`config.mk`:
```
export PLATFORM = sky130hd
export DESIGN_NAME = push_debounce_flat
export DESIGN_NICKNAME = d
export VERILOG_FILES = /design/src/rtl/push_debounce_pkg.sv /design/src/rtl/push_debounce_if.sv /design/src/rtl/debounce_ch.sv /design/src/rtl/push_debounce.sv /design/src/flat_wrapper.sv
export SDC_FILE = /design/constraint.sdc
export NUM_CORES = 1
export LEC_CHECK = 0
export CAP_MARGIN = 20
export CORE_MARGIN = 1.5
export CORE_UTILIZATION = 55
export DETAILED_ROUTE_END_ITERATION = 12
export PLACE_DENSITY = 0.77
export RECOVER_POWER = 100
export SLEW_MARGIN = 40
export SYNTH_ARGS = -nofsm -noshare
export SYNTH_HDL_FRONTEND = slang
export SYNTH_HIERARCHICAL = 1
export SYNTH_SLANG_ARGS = --single-unit
export TNS_END_PERCENT = 30
```
`constraint.sdc`:
```
create_clock -name i_Clk -period 4.7 [get_ports i_Clk]
set_clock_uncertainty 0.2 [all_clocks]
set_input_delay 0.705 -clock i_Clk [delete_from_list [all_inputs] [get_ports i_Clk]]
set_output_delay 0.705 -clock i_Clk [all_outputs]
set_load 0.05 [all_outputs]
```
`src/rtl/push_debounce_pkg.sv`:
```
// Shared types and constants for the push-button debouncer.
// FSM state encoding and synchronizer depth used by every channel.
package push_debounce_pkg;

  typedef enum logic [1:0] {
    StRel      = 2'd0,
    StPressChk = 2'd1,
    StPrs      = 2'd2,
    StRelChk   = 2'd3
  } state_e;

  localparam int unsigned SyncDepth = 2;

  function automatic int unsigned max_u(input int unsigned a, input int unsigned b);
    return (a > b) ? a : b;
  endfunction

endpackage

```
`src/rtl/push_debounce_if.sv`:
```
// Button bundle between the raw pins and the debounced consumer.
// slave = debouncer side, master = pin driver / consumer side.
interface push_debounce_if #(
  parameter int unsigned NUM_BTN = 2
) ();

  logic [NUM_BTN-1:0] i_Push;
  logic [NUM_BTN-1:0] o_Level;
  logic [NUM_BTN-1:0] o_PressPulse;
  logic [NUM_BTN-1:0] o_RelPulse;
  logic [NUM_BTN-1:0] o_Busy;

  modport master (
    output i_Push,
    input  o_Level,
    input  o_PressPulse,
    input  o_RelPulse,
    input  o_Busy
  );

  modport slave (
    input  i_Push,
    output o_Level,
    output o_PressPulse,
    output o_RelPulse,
    output o_Busy
  );

endinterface

```
`src/rtl/debounce_ch.sv`:
```
// One debounce channel: synchronizer, 4-state accept FSM, stability counter.
// Auto-repeat pulses are built only when PUSH_DEBOUNCE_AUTO_REPEAT_EN is defined.
module debounce_ch
  import push_debounce_pkg::*;
#(
  parameter int unsigned DEBOUNCE_CYC  = 250000,
  parameter int unsigned CNT_W         = 18
`ifdef PUSH_DEBOUNCE_AUTO_REPEAT_EN
  ,
  parameter int unsigned REPEAT_DELAY  = 25000000,
  parameter int unsigned REPEAT_PERIOD = 10000000
`endif
) (
  input  logic i_Clk,
  input  logic i_Rst,
  input  logic push_i,
  output logic level_o,
  output logic press_o,
  output logic rel_o,
  output logic busy_o
);

  localparam logic [CNT_W-1:0] CntMax = CNT_W'(DEBOUNCE_CYC);

  logic [SyncDepth-1:0] sync_q, sync_d;
  logic                 s_push;
  state_e               state_q, state_d;
  logic [CNT_W-1:0]     cnt_q, cnt_d;
  logic                 level_q, level_d;
  logic                 press_q, press_d;
  logic                 rel_q, rel_d;
  logic                 busy_q, busy_d;
  logic                 fsm_press;
  logic                 rpt_pulse;

  assign sync_d = {sync_q[SyncDepth-2:0], push_i};
  assign s_push = sync_q[SyncDepth-1];

  // Leaving a CHK state needs cnt == DEBOUNCE_CYC plus one more agreeing sample,
  // which gives DEBOUNCE_CYC + 2 edges from pin change to registered output.
  always_comb begin
    state_d   = state_q;
    cnt_d     = cnt_q;
    fsm_press = 1'b0;
    rel_d     = 1'b0;
    unique case (state_q)
      StRel: begin
        if (s_push) begin
          state_d = StPressChk;
          cnt_d   = CNT_W'(1);
        end
      end
      StPressChk: begin
        if (!s_push) begin
          state_d = StRel;
          cnt_d   = '0;
        end else if (cnt_q == CntMax) begin
          state_d   = StPrs;
          cnt_d     = '0;
          fsm_press = 1'b1;
        end else begin
          cnt_d = cnt_q + 1'b1;
        end
      end
      StPrs: begin
        if (!s_push) begin
          state_d = StRelChk;
          cnt_d   = CNT_W'(1);
        end
      end
      StRelChk: begin
        if (s_push) begin
          state_d = StPrs;
          cnt_d   = '0;
        end else if (cnt_q == CntMax) begin
          state_d = StRel;
          cnt_d   = '0;
          rel_d   = 1'b1;
        end else begin
          cnt_d = cnt_q + 1'b1;
        end
      end
      default: begin
        state_d = StRel;
        cnt_d   = '0;
      end
    endcase
  end

`ifdef PUSH_DEBOUNCE_AUTO_REPEAT_EN
  localparam int unsigned RptW = $clog2(max_u(REPEAT_DELAY, REPEAT_PERIOD) + 1);

  logic [RptW-1:0] rpt_q, rpt_d, rpt_lim;
  logic            first_q, first_d;

  // Counter only runs while the channel stays in PRS; any exit or re-entry restarts the delay.
  always_comb begin
    rpt_d     = rpt_q;
    first_d   = first_q;
    rpt_pulse = 1'b0;
    rpt_lim   = first_q ? RptW'(REPEAT_DELAY - 1) : RptW'(REPEAT_PERIOD - 1);
    if (state_q != StPrs || state_d != StPrs) begin
      rpt_d   = '0;
      first_d = 1'b1;
    end else if (rpt_q == rpt_lim) begin
      rpt_pulse = 1'b1;
      rpt_d     = '0;
      first_d   = 1'b0;
    end else begin
      rpt_d = rpt_q + 1'b1;
    end
  end

  always_ff @(posedge i_Clk) begin
    if (i_Rst) begin
      rpt_q   <= '0;
      first_q <= 1'b1;
    end else begin
      rpt_q   <= rpt_d;
      first_q <= first_d;
    end
  end
`else
  assign rpt_pulse = 1'b0;
`endif

  always_comb begin
    press_d = fsm_press | rpt_pulse;
    level_d = (state_d == StPrs) || (state_d == StRelChk);
    busy_d  = (state_d == StPressChk) || (state_d == StRelChk);
  end

  always_ff @(posedge i_Clk) begin
    if (i_Rst) begin
      sync_q  <= '0;
      state_q <= StRel;
      cnt_q   <= '0;
      level_q <= 1'b0;
      press_q <= 1'b0;
      rel_q   <= 1'b0;
      busy_q  <= 1'b0;
    end else begin
      sync_q  <= sync_d;
      state_q <= state_d;
      cnt_q   <= cnt_d;
      level_q <= level_d;
      press_q <= press_d;
      rel_q   <= rel_d;
      busy_q  <= busy_d;
    end
  end

  assign level_o = level_q;
  assign press_o = press_q;
  assign rel_o   = rel_q;
  assign busy_o  = busy_q;

endmodule

```
`src/rtl/push_debounce.sv`:
```
// Multi-channel push-button conditioner: polarity normalization plus one debounce_ch per pin.
// Optional auto-repeat is enabled by defining PUSH_DEBOUNCE_AUTO_REPEAT_EN.
module push_debounce
  import push_debounce_pkg::*;
#(
  parameter int unsigned NUM_BTN       = 2,
  parameter int unsigned DEBOUNCE_CYC  = 250000,
  parameter int unsigned CNT_W         = 18,
  parameter bit          ACTIVE_LOW    = 1'b1,
  parameter int unsigned REPEAT_DELAY  = 25000000,
  parameter int unsigned REPEAT_PERIOD = 10000000
) (
  input logic            i_Clk,
  input logic            i_Rst,
  push_debounce_if.slave bus
);

  if (DEBOUNCE_CYC < 2 || (64'd1 << CNT_W) <= 64'(DEBOUNCE_CYC)) begin : g_bad_cnt
    $error("push_debounce: need DEBOUNCE_CYC >= 2 and 2**CNT_W > DEBOUNCE_CYC");
  end
  if (REPEAT_DELAY == 0 || REPEAT_PERIOD == 0) begin : g_bad_rpt
    $error("push_debounce: REPEAT_DELAY and REPEAT_PERIOD must be non-zero");
  end

  logic [NUM_BTN-1:0] push_norm;
  logic [NUM_BTN-1:0] level, press, rel, busy;

  // Inverting ahead of the synchronizer lets every flop reset to 0 = released.
  assign push_norm = ACTIVE_LOW ? ~bus.i_Push : bus.i_Push;

  for (genvar g = 0; g < NUM_BTN; g++) begin : g_ch
    debounce_ch #(
      .DEBOUNCE_CYC (DEBOUNCE_CYC),
      .CNT_W        (CNT_W)
`ifdef PUSH_DEBOUNCE_AUTO_REPEAT_EN
      ,
      .REPEAT_DELAY (REPEAT_DELAY),
      .REPEAT_PERIOD(REPEAT_PERIOD)
`endif
    ) u_ch (
      .i_Clk  (i_Clk),
      .i_Rst  (i_Rst),
      .push_i (push_norm[g]),
      .level_o(level[g]),
      .press_o(press[g]),
      .rel_o  (rel[g]),
      .busy_o (busy[g])
    );
  end

  assign bus.o_Level      = level;
  assign bus.o_PressPulse = press;
  assign bus.o_RelPulse   = rel;
  assign bus.o_Busy       = busy;

endmodule

```
`src/flat_wrapper.sv`:
```
// flat-port wrapper written by rule: the top's interface ports become plain ports
module push_debounce_flat import push_debounce_pkg::*;
#(
  parameter int unsigned NUM_BTN       = 2,
  parameter int unsigned DEBOUNCE_CYC  = 250000,
  parameter int unsigned CNT_W         = 18,
  parameter bit          ACTIVE_LOW    = 1'b1,
  parameter int unsigned REPEAT_DELAY  = 25000000,
  parameter int unsigned REPEAT_PERIOD = 10000000
)
  (i_Clk, i_Rst, bus_i_Push, bus_o_Level, bus_o_PressPulse, bus_o_RelPulse, bus_o_Busy);
  push_debounce_if #(.NUM_BTN(NUM_BTN)) bus_i ();
  input logic i_Clk;
  input logic i_Rst;
  input wire logic [$bits(bus_i.i_Push)-1:0] bus_i_Push;
  output wire logic [$bits(bus_i.o_Level)-1:0] bus_o_Level;
  output wire logic [$bits(bus_i.o_PressPulse)-1:0] bus_o_PressPulse;
  output wire logic [$bits(bus_i.o_RelPulse)-1:0] bus_o_RelPulse;
  output wire logic [$bits(bus_i.o_Busy)-1:0] bus_o_Busy;
  assign bus_i.i_Push = bus_i_Push;
  assign bus_o_Level = bus_i.o_Level;
  assign bus_o_PressPulse = bus_i.o_PressPulse;
  assign bus_o_RelPulse = bus_i.o_RelPulse;
  assign bus_o_Busy = bus_i.o_Busy;
  push_debounce #(.NUM_BTN(NUM_BTN), .DEBOUNCE_CYC(DEBOUNCE_CYC), .CNT_W(CNT_W), .ACTIVE_LOW(ACTIVE_LOW), .REPEAT_DELAY(REPEAT_DELAY), .REPEAT_PERIOD(REPEAT_PERIOD)) u_core (.i_Clk(i_Clk), .i_Rst(i_Rst), .bus(bus_i));
endmodule
```
### Word-level counts from Yosys, hierarchy flattened

Cells that the tools add are included.

* bits of input ports: 4
* bits in registers: 52
* word-level logic and storage cells: 81

* equal/unequal tests: 18
* bitwise operators: 7
* add/sub/neg operators: 2
* mux-type cells: 28
* reduce and logical (&&, ||, !) cells: 12

Operator list (number)
* 18-bit 2-to-1 mux: 10
* 18-bit case mux with 4 select lines: 2
* 18-bit by 1-bit adder with 18-bit output, second input constant: 2
* 18-bit equality test, second input constant: 2
* 2-bit 2-to-1 mux: 12
* 2-bit equality test, second input constant: 8
* 2-bit case mux with 4 select lines: 2
* 3-bit OR reduction: 4
* 2-bit by 1-bit equality test with 1-bit output, second input constant: 4
* 2-bit inequality test, second input constant: 4
* 1-bit inverter: 6
* 2-bit zero test: 2
* 1-bit logical OR: 4
* 2-bit AND reduction: 2
* 1-bit 2-to-1 mux: 2
* 2-bit inverter: 1

### Depth between registers and ports, before layout

* depth after elaboration: 6
* gate-level depth with buffers: 8
* gate-level depth less buffers: 7

### Hierarchy

The synthesis kept the hierarchy.

By module, submodules not included
* debounce_ch: area an instance 1093.5 sq um, cells each 120, times used 2, seq. area each 500.5 sq um
* push_debounce: area an instance 7.5 sq um, cells each 2, times used 1, seq. area each 0.0 sq um

### Worst setup path after synthesis

OpenSTA, ideal clock, no wires.

* path type: register -> register
* start: register u_core.g_ch[0].u_ch.state_q[0]
* end: register u_core.g_ch[0].u_ch.level_q
* stages on the path, launching flop included: 5
* data required time: 4.373 ns
* path buffers: 0
* path slack: 2.734 ns
* library setup time: 0.127 ns
* clock period less this slack: 1.966 ns
* arrival time: 1.639 ns
* cells stage by stage: dfxtp_1 inv_1 nor4_1 mux2i_1 nor2_1

* longest elaborated chain between the ends: 5

RTL lines
* start, declared: RTL line debounce_ch.sv:27 `state_e state_q, state_d;`
* start signal, assigned: RTL line debounce_ch.sv:136 `state_q <= StRel;`
* start signal, assigned: RTL line debounce_ch.sv:144 `state_q <= state_d;`
* 2-bit 2-to-1 mux, on equally long branches: RTL line debounce_ch.sv:75, debounce_ch.sv:57
* 2-bit 2-to-1 mux, on equally long branches: RTL line debounce_ch.sv:72, debounce_ch.sv:54
* 2-bit case mux with 4 select lines (*): RTL line debounce_ch.sv:46 `unique case (state_q)`
* 2-bit equality test: RTL line debounce_ch.sv:129 `level_d = (state_d == StPrs) || (state_d == StRelChk);`
* 1-bit logical OR (*): RTL line debounce_ch.sv:129
* end signal, assigned: RTL line debounce_ch.sv:146 `level_q <= level_d;`
* end, declared: RTL line debounce_ch.sv:29 `logic level_q, level_d;`

Every way passes the cells marked *; elsewhere a longest branch is shown, timed or not.
A chain may end at the register's enable or synchronous reset.

==> summary by stage <==
Global routing
The global-route wire length before repair is 6770 um. For this run the aggregate overflow at the end of global routing stands at 0. For met3 alone, demand over resource in global routing was 4.09%. For met2 alone, demand over resource in global routing was 29.8%. The number of antenna violations at the first check in global routing was 0. The global-route track usage on met1 is 28.3%. Global routing consumed, over all layers together, 20.2% of the routing resources. The routing layer with the top usage in global route is met2. Entering global routing, the biggest net connects 23 pins. The number of global-route vias before repair came to 1524.

Synth
For this run, the leading register cell type out of synthesis is dfxtp_1. The net count after synthesis is 250. The largest total area in the synthesized netlist belongs to dfxtp_1. After synthesis the netlist holds a flip-flop and latch count of 50. The fraction of post-synthesis cell area in the top cell type by area is 45.6%. Yosys instantiated no cell more often than dfxtp_1. The number of synthesized flops with an enable pin is 0.

During synthesis, Yosys emitted a total of 6 warnings. The part of the Yosys area used for sequential elements is 45.6%. The number of different library cells in the post-synthesis netlist is 33. The post-synth design cell area is 2190 sq um. The share of async-settable or async-resettable flops after synthesis is 0%. The commonest cells after synthesis are 50 x dfxtp_1, 42 x nor2_1, 28 x xor2_1. The mean instance size in the synthesized netlist is 9.07 sq um. By area the synthesized netlist is led by dfxtp_1 46%, xor2_1 11%, nor2_1 7.2%. In the synthesized netlist, the number of instances is 242.

Detailed routing
The average detailed-routed wire length per instance is 12.7 um. The first detailed-routing pass ran for 4 iterations. The average via count per standard cell is 5.67. The via count is 1728. The post-detailed-route count of antenna-violating nets is 0.

The total wire length is 3870 um. For this run, design rule violations remaining after detail routing come to 0. The count of routing violations after the opening detailed-route iteration is 137.

Die
The effective utilization at floorplan is 58.6%. The horizontal die dimension is 66.2 um. In this run the count of I/O pins placed on the die edge is 12. The die footprint is 4380 sq um. In this run the core area contains 22 standard-cell rows. The core region area is 3740 sq um.

The height of the die is 66.2 um.

Placement
The congestion estimate from routability-driven global placement came to 0.777. The placement-stage worst setup slack is 1.76 ns. Input and output buffers added on the ports amount to 11.

In this run the cell area measured after placement is 2350 sq um. The total half-perimeter wirelength after legalization and detailed placement is 2720 um.

CTS
Buffers inserted to repair hold after CTS numbered 0. TritonCTS built the clock tree. The number of buffers on the longest clock path is 2. The clock-pin slew on the worst setup and hold paths is 0.08 ns. The number of buffers inserted to repair setup after CTS is 0.

Counting the buffers created by CTS gives 5. The count of cells resized by post-cts repair is 0. The H-tree was split into 2 levels.

CTS placed an instance of clkbuf_8 at the clock tree root. The tree built by TritonCTS fans out to 50 sinks. The clock latency reported for the late side of the worst-skew pair is 0.30 ns.

Critical path
The nature of the critical path endpoint is a flip-flop. Traced cell by cell, the critical path runs through dlygate4sd3_1 -> nor3_1 -> o31a_2 -> nor2b_1 -> nor2_1. The worst setup path is launched from a primary input. The start-to-end type of the worst setup path is primary input to flip-flop. The data required time of the critical path is 4.65 ns. For the worst flop-to-flop path, the logic depth is 7. The biggest cell delay along the critical path is 1.01 ns. At the worst endpoint, the arrival time is 2.92 ns. The capturing point of the worst reg2reg path is u_core/g_ch[1].u_ch/cnt_q[13]$_SDFFE_PP0P_.

In this run the worst path has a maximum fanout of 22. The cell with the largest stage delay on the worst path is dlygate4sd3_1. The reg2reg setup slack is 2.18 ns. The startpoint identified for the worst register-to-register timing path is u_core/g_ch[1].u_ch/cnt_q[0]$_SDFFE_PP0P_.

Timing
The number of setup violations in the final report is 0. The number of max-slew violations in the final report came to 0. The final critical path takes up 63.1% of the cycle. The worst relative slew slack is 35.0%.

Setup repair after global routing left no endpoint under its margin. Static timing analysis puts the maximum clock frequency at 337 MHz. The post-layout minimum cycle time is 2.97 ns. The worst setup slack after layout is 1.73 ns. The measured slew at the worst slew-check pin is 0.973 ns. The sum of negative setup slack is 0 ns.

The number of failing hold endpoints at the final stage is 0.

Layout
After routing the design area is 2440 sq um. The count of fill cells added during filler insertion is 328. Compared with the post-synthesis result, the final layout area differs by 11.1%. The repair_antennas step left the layout with diodes totalling 0.

In the final design database the tool counted 264 nets. The core occupancy in the finished layout is 65.1%. The layout cell share with drive strength beyond 1 is 4.67%.

Status
The run finished with clean final reports.

Power and ir drop
The total internal power is 553 uW. In this run switching power makes up 21.8% of total power. The worst-case vdd ir drop is 196 uV.

Of the total power, the clock network draws 35.9%. The analysis attributes to net switching a power of 154 uW. The static leakage power is 0.000846 uW. Dividing total power by cell area gives a power density of 290 nW/um^2. Per report_power, the combinational group accounts for 3.2% of the total. The share of total power dissipated in sequential elements is 60.8%.

Min path
The worst-case hold path end point is u_core/g_ch[1].u_ch/sync_q[1]$_SDFF_PP0_. The worst hold path cell count is 1. The startpoint of the tightest hold check path is u_core/g_ch[1].u_ch/sync_q[0]$_SDFF_PP0_. The path class of the tightest hold or removal check is flip-flop to flip-flop.

Job
The max-capacitance violation count is 0.
-- worst max-delay path by stage --
stage / depth (start not counted) / endpoint / from / slack (ns)
after floorplan: 4 / u_core/g_ch[0].u_ch/level_o$_SDFF_PP0_ / u_core/g_ch[0].u_ch/state_q[0]$_SDFF_PP0_ / 2.73
after global placement: 5 / u_core/g_ch[0].u_ch/cnt_q[10]$_SDFFE_PP0P_ / i_Rst / 1.80
after detailed placement: 5 / u_core/g_ch[0].u_ch/cnt_q[17]$_SDFFE_PP0P_ / i_Rst / 1.76
after CTS: 5 / u_core/g_ch[0].u_ch/cnt_q[6]$_SDFFE_PP0P_ / i_Rst / 2.10
after global routing: 5 / u_core/g_ch[0].u_ch/cnt_q[6]$_SDFFE_PP0P_ / i_Rst / 1.51
final: 5 / u_core/g_ch[1].u_ch/cnt_q[13]$_SDFFE_PP0P_ / i_Rst / 1.73
-- per-layer routing --
metal  routed length [um]  vias to the layer above
met5                    0                        -
met4                   71                        0
met3                  120                        8
met2                 1650                       27
met1                 2030                      820
li1                     -                      873
-- placed cells by master (no fill, tap or decap), drive strengths merged, types with 4 or more instances in the layout --
cell type and instances:
dfxtp 50, nor2 42, xor2 28, nand4 14
nand3 12, inv 10, nand2 10, dlygate4sd3 9
a21oi 8, nor4b 8, clkbuf 6, nor3 6
nor2b 6, or3 4, xnor2 4, a31oi 4
ha 4
-- power by group through the flow --
stage               logic (uW)  registers, uW  clock network (uW)
global route              25.5            431                 280
global placement          23.4            440                   0
floorplan                 15.5            441                   0
CTS                       23.7            430                 264
finish                    22.8            430                 254
detailed placement        23.7            440                   0
-- flip-flops by register name, indices dropped and copies added, names as in the netlist --
register	cells
u_core/g_ch.u_ch/cnt_q	36
u_core/g_ch.u_ch/state_q	4
u_core/g_ch.u_ch/press_o	2
u_core/g_ch.u_ch/sync_q	4
u_core/g_ch.u_ch/rel_o	2
u_core/g_ch.u_ch/level_o	2
-- through the flow --
stage	hold slack [ns]	cells	total power (uW)
CTS	0.262	305	718
detailed placement	0.249	297	464
global placement	0.220	297	463
global route	0.278	305	736
floorplan	0.214	242	456
finish	0.253	305	707
-- critical path, delay by kind of cell --
family	cells	cell delay [ns]
simple gates	3	1.02
compound gates	1	0.18
buf+inv	1	1.01
-- final cells by class --
cell class / count / area [sq um] / share of cell area, %
multi-input cells: 178 / 1130 / 46.5
flip-flops and latches: 50 / 1000 / 41.1
clock buffers: 6 / 82.6 / 3.39
well taps: 48 / 60.1 / 2.46
inverters: 10 / 37.5 / 1.54
repair buffers: 11 / 110 / 4.52
clock inverters: 2 / 12.5 / 0.513
-- cells by family (layout without fill, tap and decap cells) --
family	after synthesis	in the layout	synth area share, %
AO/OA/AOI/OAI	22	22	6.61
adder cells (fa/ha/maj)	4	4	2.28
flip-flops	50	50	45.6
multiplexers	2	2	0.912
XOR/XNOR	32	32	12.8
AND/OR/NAND/NOR	118	118	29.3
buffers and inverters	14	29	2.51
(Power assumes the default switching activity.)
